--- src/rtl/win_line_scheduler.sv ---
// win_line_scheduler: sequences the five-in-a-row check through a newly placed
// stone. Scans H, V, D and A in turn over one synchronous board read port,
// counting consecutive same-colour cells one cycle behind the read.
module win_line_scheduler #(
    parameter int unsigned RUN_LEN = 5,
    parameter int unsigned SPAN    = 4
) (
    input  logic       clk,
    input  logic       reset,
    input  logic       start,
    input  logic [3:0] pos_x,
    input  logic [3:0] pos_y,
    input  logic [1:0] player,
    output logic       rd_en,
    output logic [7:0] rd_addr,
    input  logic [1:0] rd_data,
    output logic       busy,
    output logic       done,
    output logic       win,
    output logic [1:0] win_dir
);

    typedef enum logic [1:0] {
        IDLE  = 2'd0,
        SCAN  = 2'd1,
        DRAIN = 2'd2,
        DONE  = 2'd3
    } state_t;

    localparam logic signed [5:0] K_LAST  = 6'(SPAN);
    localparam logic signed [5:0] K_FIRST = -K_LAST;
    localparam logic [2:0]        RUN_MAX = 3'(RUN_LEN);
    localparam logic [2:0]        RUN_HIT = 3'(RUN_LEN - 1);

    state_t            r_state;
    state_t            w_next;

    logic [3:0]        r_px;
    logic [3:0]        r_py;
    logic [1:0]        r_player;
    logic [1:0]        r_dir;
    logic signed [5:0] r_k;
    logic [2:0]        r_run;
    logic              r_cmp_valid;
    logic              r_cmp_on;
    logic [7:0]        r_last_addr;
    logic              r_win;
    logic [1:0]        r_win_dir;

    logic signed [5:0] w_bx;
    logic signed [5:0] w_by;
    logic signed [5:0] w_tx;
    logic signed [5:0] w_ty;
    logic              w_on;
    logic              w_match;
    logic              w_hit;
    logic              w_accept;

    assign w_bx = {2'b00, r_px};
    assign w_by = {2'b00, r_py};

    // Target cell for the current offset along the current direction.
    always_comb begin
        w_tx = w_bx;
        w_ty = w_by;
        unique case (r_dir)
            2'd0: w_tx = w_bx + r_k;
            2'd1: w_ty = w_by + r_k;
            2'd2: begin
                w_tx = w_bx + r_k;
                w_ty = w_by + r_k;
            end
            default: begin
                w_tx = w_bx + r_k;
                w_ty = w_by - r_k;
            end
        endcase
    end

    // Both coordinates in 0..15 means the upper two bits are clear.
    assign w_on     = (w_tx[5:4] == 2'b00) && (w_ty[5:4] == 2'b00);
    assign w_match  = r_cmp_valid && r_cmp_on && (rd_data == r_player);
    // Win is decided combinationally so the read issued in the same cycle is suppressed.
    assign w_hit    = w_match && (r_run >= RUN_HIT);
    assign w_accept = (r_state == IDLE) && start;

    // State register.
    always_ff @(posedge clk or posedge reset) begin
        if (reset) begin
            r_state <= IDLE;
        end else begin
            r_state <= w_next;
        end
    end

    // Next-state decode and strobes.
    always_comb begin
        w_next = r_state;
        rd_en  = 1'b0;
        busy   = 1'b1;
        done   = 1'b0;
        unique case (r_state)
            IDLE: begin
                busy = 1'b0;
                if (start) begin
                    w_next = (player == 2'b00) ? DONE : SCAN;
                end
            end
            SCAN: begin
                if (w_hit) begin
                    w_next = DONE;
                end else begin
                    rd_en = w_on;
                    if (r_k == K_LAST) begin
                        w_next = DRAIN;
                    end
                end
            end
            DRAIN: begin
                if (w_hit || (r_dir == 2'd3)) begin
                    w_next = DONE;
                end else begin
                    w_next = SCAN;
                end
            end
            default: begin
                done   = 1'b1;
                w_next = IDLE;
            end
        endcase
    end

    assign rd_addr = rd_en ? {w_ty[3:0], w_tx[3:0]} : r_last_addr;
    assign win     = r_win;
    assign win_dir = r_win_dir;

    // Request latch, offset/direction counters, compare pipeline and result.
    always_ff @(posedge clk or posedge reset) begin
        if (reset) begin
            r_px        <= '0;
            r_py        <= '0;
            r_player    <= '0;
            r_dir       <= '0;
            r_k         <= K_FIRST;
            r_run       <= '0;
            r_cmp_valid <= 1'b0;
            r_cmp_on    <= 1'b0;
            r_last_addr <= '0;
            r_win       <= 1'b0;
            r_win_dir   <= '0;
        end else begin
            r_cmp_valid <= (r_state == SCAN) && !w_hit;
            r_cmp_on    <= w_on;

            if (rd_en) begin
                r_last_addr <= rd_addr;
            end

            if ((r_state == SCAN) && !w_hit) begin
                r_k <= (r_k == K_LAST) ? K_FIRST : r_k + 6'sd1;
            end

            if (r_cmp_valid) begin
                if (w_match) begin
                    if (r_run < RUN_MAX) begin
                        r_run <= r_run + 3'd1;
                    end
                end else begin
                    r_run <= '0;
                end
            end

            if (w_hit) begin
                r_win     <= 1'b1;
                r_win_dir <= r_dir;
            end

            // Direction change overrides the DRAIN compare update of run.
            if ((r_state == DRAIN) && !w_hit && (r_dir != 2'd3)) begin
                r_dir <= r_dir + 2'd1;
                r_run <= '0;
            end

            if (w_accept) begin
                r_px        <= pos_x;
                r_py        <= pos_y;
                r_player    <= player;
                r_dir       <= '0;
                r_k         <= K_FIRST;
                r_run       <= '0;
                r_win       <= 1'b0;
                r_win_dir   <= '0;
            end
        end
    end

endmodule

--- config.mk ---
export PLATFORM = sky130hd
export DESIGN_NAME = win_line_scheduler
export DESIGN_NICKNAME = d
export VERILOG_FILES = /design/src/rtl/win_line_scheduler.sv
export SDC_FILE = /design/constraint.sdc
export NUM_CORES = 1
export LEC_CHECK = 0
export BUFFER_PORTS_ARGS = -buffer_cell sky130_fd_sc_hd__buf_2
export CAP_MARGIN = 20
export CORE_ASPECT_RATIO = 1.75
export CORE_MARGIN = 3
export CORE_UTILIZATION = 52
export CTS_BUF_LIST = sky130_fd_sc_hd__clkbuf_8
export CTS_CLUSTER_DIAMETER = 80
export DETAILED_ROUTE_END_ITERATION = 16
export PLACE_DENSITY_LB_ADDON = 0.25
export RECOVER_POWER = 50
export SLEW_MARGIN = 0
export SYNTH_ARGS = -nofsm -noshare
export SYNTH_HDL_FRONTEND = slang
export SYNTH_SLANG_ARGS = --single-unit
--- constraint.sdc ---
create_clock -name clk -period 3.15 [get_ports clk]
set_input_delay 0 -clock clk [delete_from_list [all_inputs] [get_ports clk]]
set_output_delay 0 -clock clk [all_outputs]
set_load 0.01 [all_outputs]
==> results.md <==
- Status: finished, violations left
- Failing checks: capacitance limit, slew limit, setup timing
- Total congestion overflow: 0
- Post-route ant nets: 0
- Buf/Inv on CP: 2
- Initial antenna violation count: 0
- Detailed Routing Iterations Pass 1: 4
- First-pass GRT wire length: 9.49 mm
- Num Clock Sinks: 36
- Synthesis warning total: 0
- Die width: 57.5 um
- Flops & latches, synth: 36
- Worst EP required: 3.15 ns
- Ports: 29
- # diodes: 0
- Site Rows: 32
- Vias per cell: 5.64
- Starting Density: 0.542
- GRT Total Usage: 0.220
- Post-synthesis mux area share: 0.129
- CP max stage delay: 0.36 ns
- Fin crit period: 3.19 ns
- Hold WC Path Type: input pin to flip-flop
- Wire per inst: 15.6 um
- Routed Wire Length: 5.59 mm
- Number of global-route vias before repair: 2,093
- CTS tree: yes
- Final #Nets: 339
- Routed vias: 2,025
- Final WS setup: -0.0403 ns
- Compound-gate portion of the synthesized area: 0.129
- Final setup viols: 8
- RSZ-0062 raised after global routing: yes
- Post-Syn Instances: 249
- GP Congestion: 0.813
- CP max FO: 7
- Area growth from synthesis to layout: 27.3%
- Clk root buf: clkbuf_8
- Core Region: 0.00444 mm2
- Distinct cells, synth: 50
- Top_reg_cell synth: dfrtp_1
- Post-Syn Area: 0.00241 mm2
- Slew Limit Fails: 37
- Largest family of logic cells by synthesized area: simple AND/OR/NAND/NOR gates
- Slew @ Worst Pin: 1.95 ns
- Max Freq: 0.313 GHz
- Mapped Nets: 281
- Fin crit share: 1.01
- Startpoint Class: flip-flop
- Layout cells sized above 1: 0.308
- Detail Placement HPWL: 3.78 mm
- Max-Cap Viols: 1
- Buffers on Ports: 28
- Slowest stage cell, crit path: dfrtp_1
- Htree depth: 2
- Post-synth EDFFs: 0
- Pin count of the biggest net entering global routing: 37
- Die area: 0.00552 mm2
- Crit Path Class: flip-flop to output pin
- Crit path max-delay family: compound AO/OA/AOI/OAI gates
- Worst-path clk slew: 0.08 ns
- Max clock buf depth: 2
- Async SR Flop Fraction: 1.00
- Syn_area_per_cell: 9.68 um2
- Worst setup EP type: output pin
- Post-synthesis sequential area ratio: 0.376
- Critical-path cell list: inv_2 > ha_4 > mux2_4 > ha_4 > a211o_1 > a211oi_2 > mux2i_1 > o32ai_4 > nand3_4 > mux2_4 > buf_6
- Simple-gate portion of the synthesized area: 0.194
- Worst-skew pair later-pin latency: 0.29 ns
- Num CTS Buffers: 5
- Arr. time, crit path: 3.19 ns
- Setup Slack @ Placement: 0.00149 ns
- Post-route DRC: 0
- Fin. Hold Viols: 0
- Setup TNS: -0.254 ns
- 1st-iter DRT viols: 73
- Worst Clk Skew: 0.00417 ns
- Post-Synth XOR/XNOR Area: 0.0400
- Synth Area in Adders: 0.0945
- Worst slew margin: -0.298
- Chip height: 96.1 um
- Fill cells: 356
[final cells by class]
class	instances	area, um2	area share
flip-flops and latches	36	906	0.295
inverters	11	41.3	0.0135
repair buffers	59	455	0.148
clock buffers	5	68.8	0.0224
clock inverters	3	42.5	0.0139
well taps	51	63.8	0.0208
multi-input cells	194	1490	0.486
[Yosys cell counts (3+ instances only)]
| master | count | area share |
|---|---|---|
| a21o_1 | 4 | 0.012 |
| a21oi_1 | 8 | 0.017 |
| a31oi_1 | 3 | 0.0078 |
| and2_1 | 3 | 0.0078 |
| and3_1 | 4 | 0.010 |
| buf_1 | 3 | 0.0047 |
| clkbuf_1 | 3 | 0.0047 |
| dfrtp_1 | 32 | 0.33 |
| dfstp_2 | 4 | 0.044 |
| ha_1 | 15 | 0.078 |
| inv_1 | 11 | 0.017 |
| mux2_2 | 12 | 0.056 |
| mux2_4 | 9 | 0.056 |
| mux2i_1 | 4 | 0.017 |
| nand2_1 | 49 | 0.076 |
| nand3_1 | 4 | 0.0083 |
| nor2_1 | 20 | 0.031 |
| nor3_1 | 4 | 0.0083 |
| o21ai_0 | 9 | 0.019 |
| xnor2_1 | 3 | 0.011 |
| xor2_1 | 8 | 0.029 |
[sequential cells by signal (all words and copies together), names as in the netlist]
register	cells
r_cmp_on	1
r_cmp_valid	1
r_dir	2
r_k	6
r_last_addr	8
r_player	2
r_px	4
r_py	4
r_run	3
r_state	2
win	1
win_dir	2
[cells in the final DEF (no fill, tap or decap), types with 2 or more instances in the layout]
| cell type | n |
|---|---|
| a31oi_1 | 3 |
| a311o_1 | 2 |
| inv_1 | 7 |
| clkbuf_8 | 5 |
| and3_1 | 4 |
| nor3_1 | 4 |
| nand3_4 | 2 |
| nor2_1 | 20 |
| buf_6 | 10 |
| nand2_1 | 49 |
| nor2b_1 | 2 |
| inv_2 | 4 |
| and2_1 | 3 |
| a21oi_1 | 7 |
| dfstp_2 | 4 |
| clkbuf_1 | 2 |
| xnor2_1 | 3 |
| buf_4 | 16 |
| a21o_1 | 4 |
| o21a_1 | 2 |
| dlygate4sd3_1 | 12 |
| mux2_2 | 11 |
| mux2i_1 | 4 |
| mux2_4 | 10 |
| dfrtp_1 | 32 |
| ha_1 | 12 |
| ha_4 | 3 |
| buf_2 | 19 |
| xor2_1 | 8 |
| nand3_1 | 4 |
| o21ai_0 | 9 |
| nand2b_1 | 2 |
| a211o_1 | 2 |
[metrics by stage]
stage / hold slack, ns / instances / utilization / cell area, um2
final: 0.336 / 359 / 0.690 / 3070
after global routing: 0.378 / 359 / 0.690 / 3070
after CTS: 0.355 / 356 / 0.680 / 3020
after detailed placement: 0.133 / 327 / 0.592 / 2630
after global placement: 0.126 / 327 / 0.592 / 2630
after floorplan: 0.105 / 249 / - / 2420
[final timing paths]
path                                                   end  slack, ns                    start  depth (start not counted)
worst min register to register     r_player[0]$_DFFE_PP0P_       0.51  r_player[0]$_DFFE_PP0P_                          2
max in group asynchronous              r_py[3]$_DFFE_PP0P_       1.07                    reset                          4
min in group asynchronous          r_player[1]$_DFFE_PP0P_       0.96                    reset                          4
worst min-delay path                  r_run[1]$_DFFE_PP0P_       0.34               rd_data[1]                          5
worst max-delay path                            rd_addr[2]      -0.04     r_dir[1]$_DFFE_PP0P_                         11
worst max register to register  r_last_addr[6]$_DFFE_PP0P_       0.08     r_dir[1]$_DFFE_PP0P_                         12
[what timing repair did]
item | CTS | global route
gates cloned | 1 | 0
buffers inserted | 8 | 3
hold buffers | 12 | 0
gates resized for setup | 17 | 6
setup endpoints to repair | 11 | 9
pin swaps | 8 | 1
endpoints found under the hold margin | 43 | 0
[worst register-to-register path, delay by kind of cell (launching register included)]
kind            cells  cell delay (ns)
compound gates      3             0.83
mux                 3             0.73
fa+ha+maj           2             0.50
flops               1             0.36
buf+inv             3             0.35
simple gates        1             0.19
[per-layer routing]
metal	up-vias	global-route usage	share of wire	wire, um
met4	0	0.0793	0.023	129
met5	-	0	0	0
met3	13	0.0242	0.032	179
met1	969	0.220	0.38	2100
met2	52	0.448	0.57	3180
li1	991	-	-	-
[logic make-up after synthesis]
logic type | after synthesis
buffers and inverters | 20
adders and majority gates | 17
AOI/OAI and AO/OA | 42
and+or+nand+nor | 98
DFF | 36
xor gates and xnor gates | 11
muxes | 25
Power is left out: the tool's default activity adds up to more than one toggle a clock period on the data nets, which glitch-free logic cannot reach.
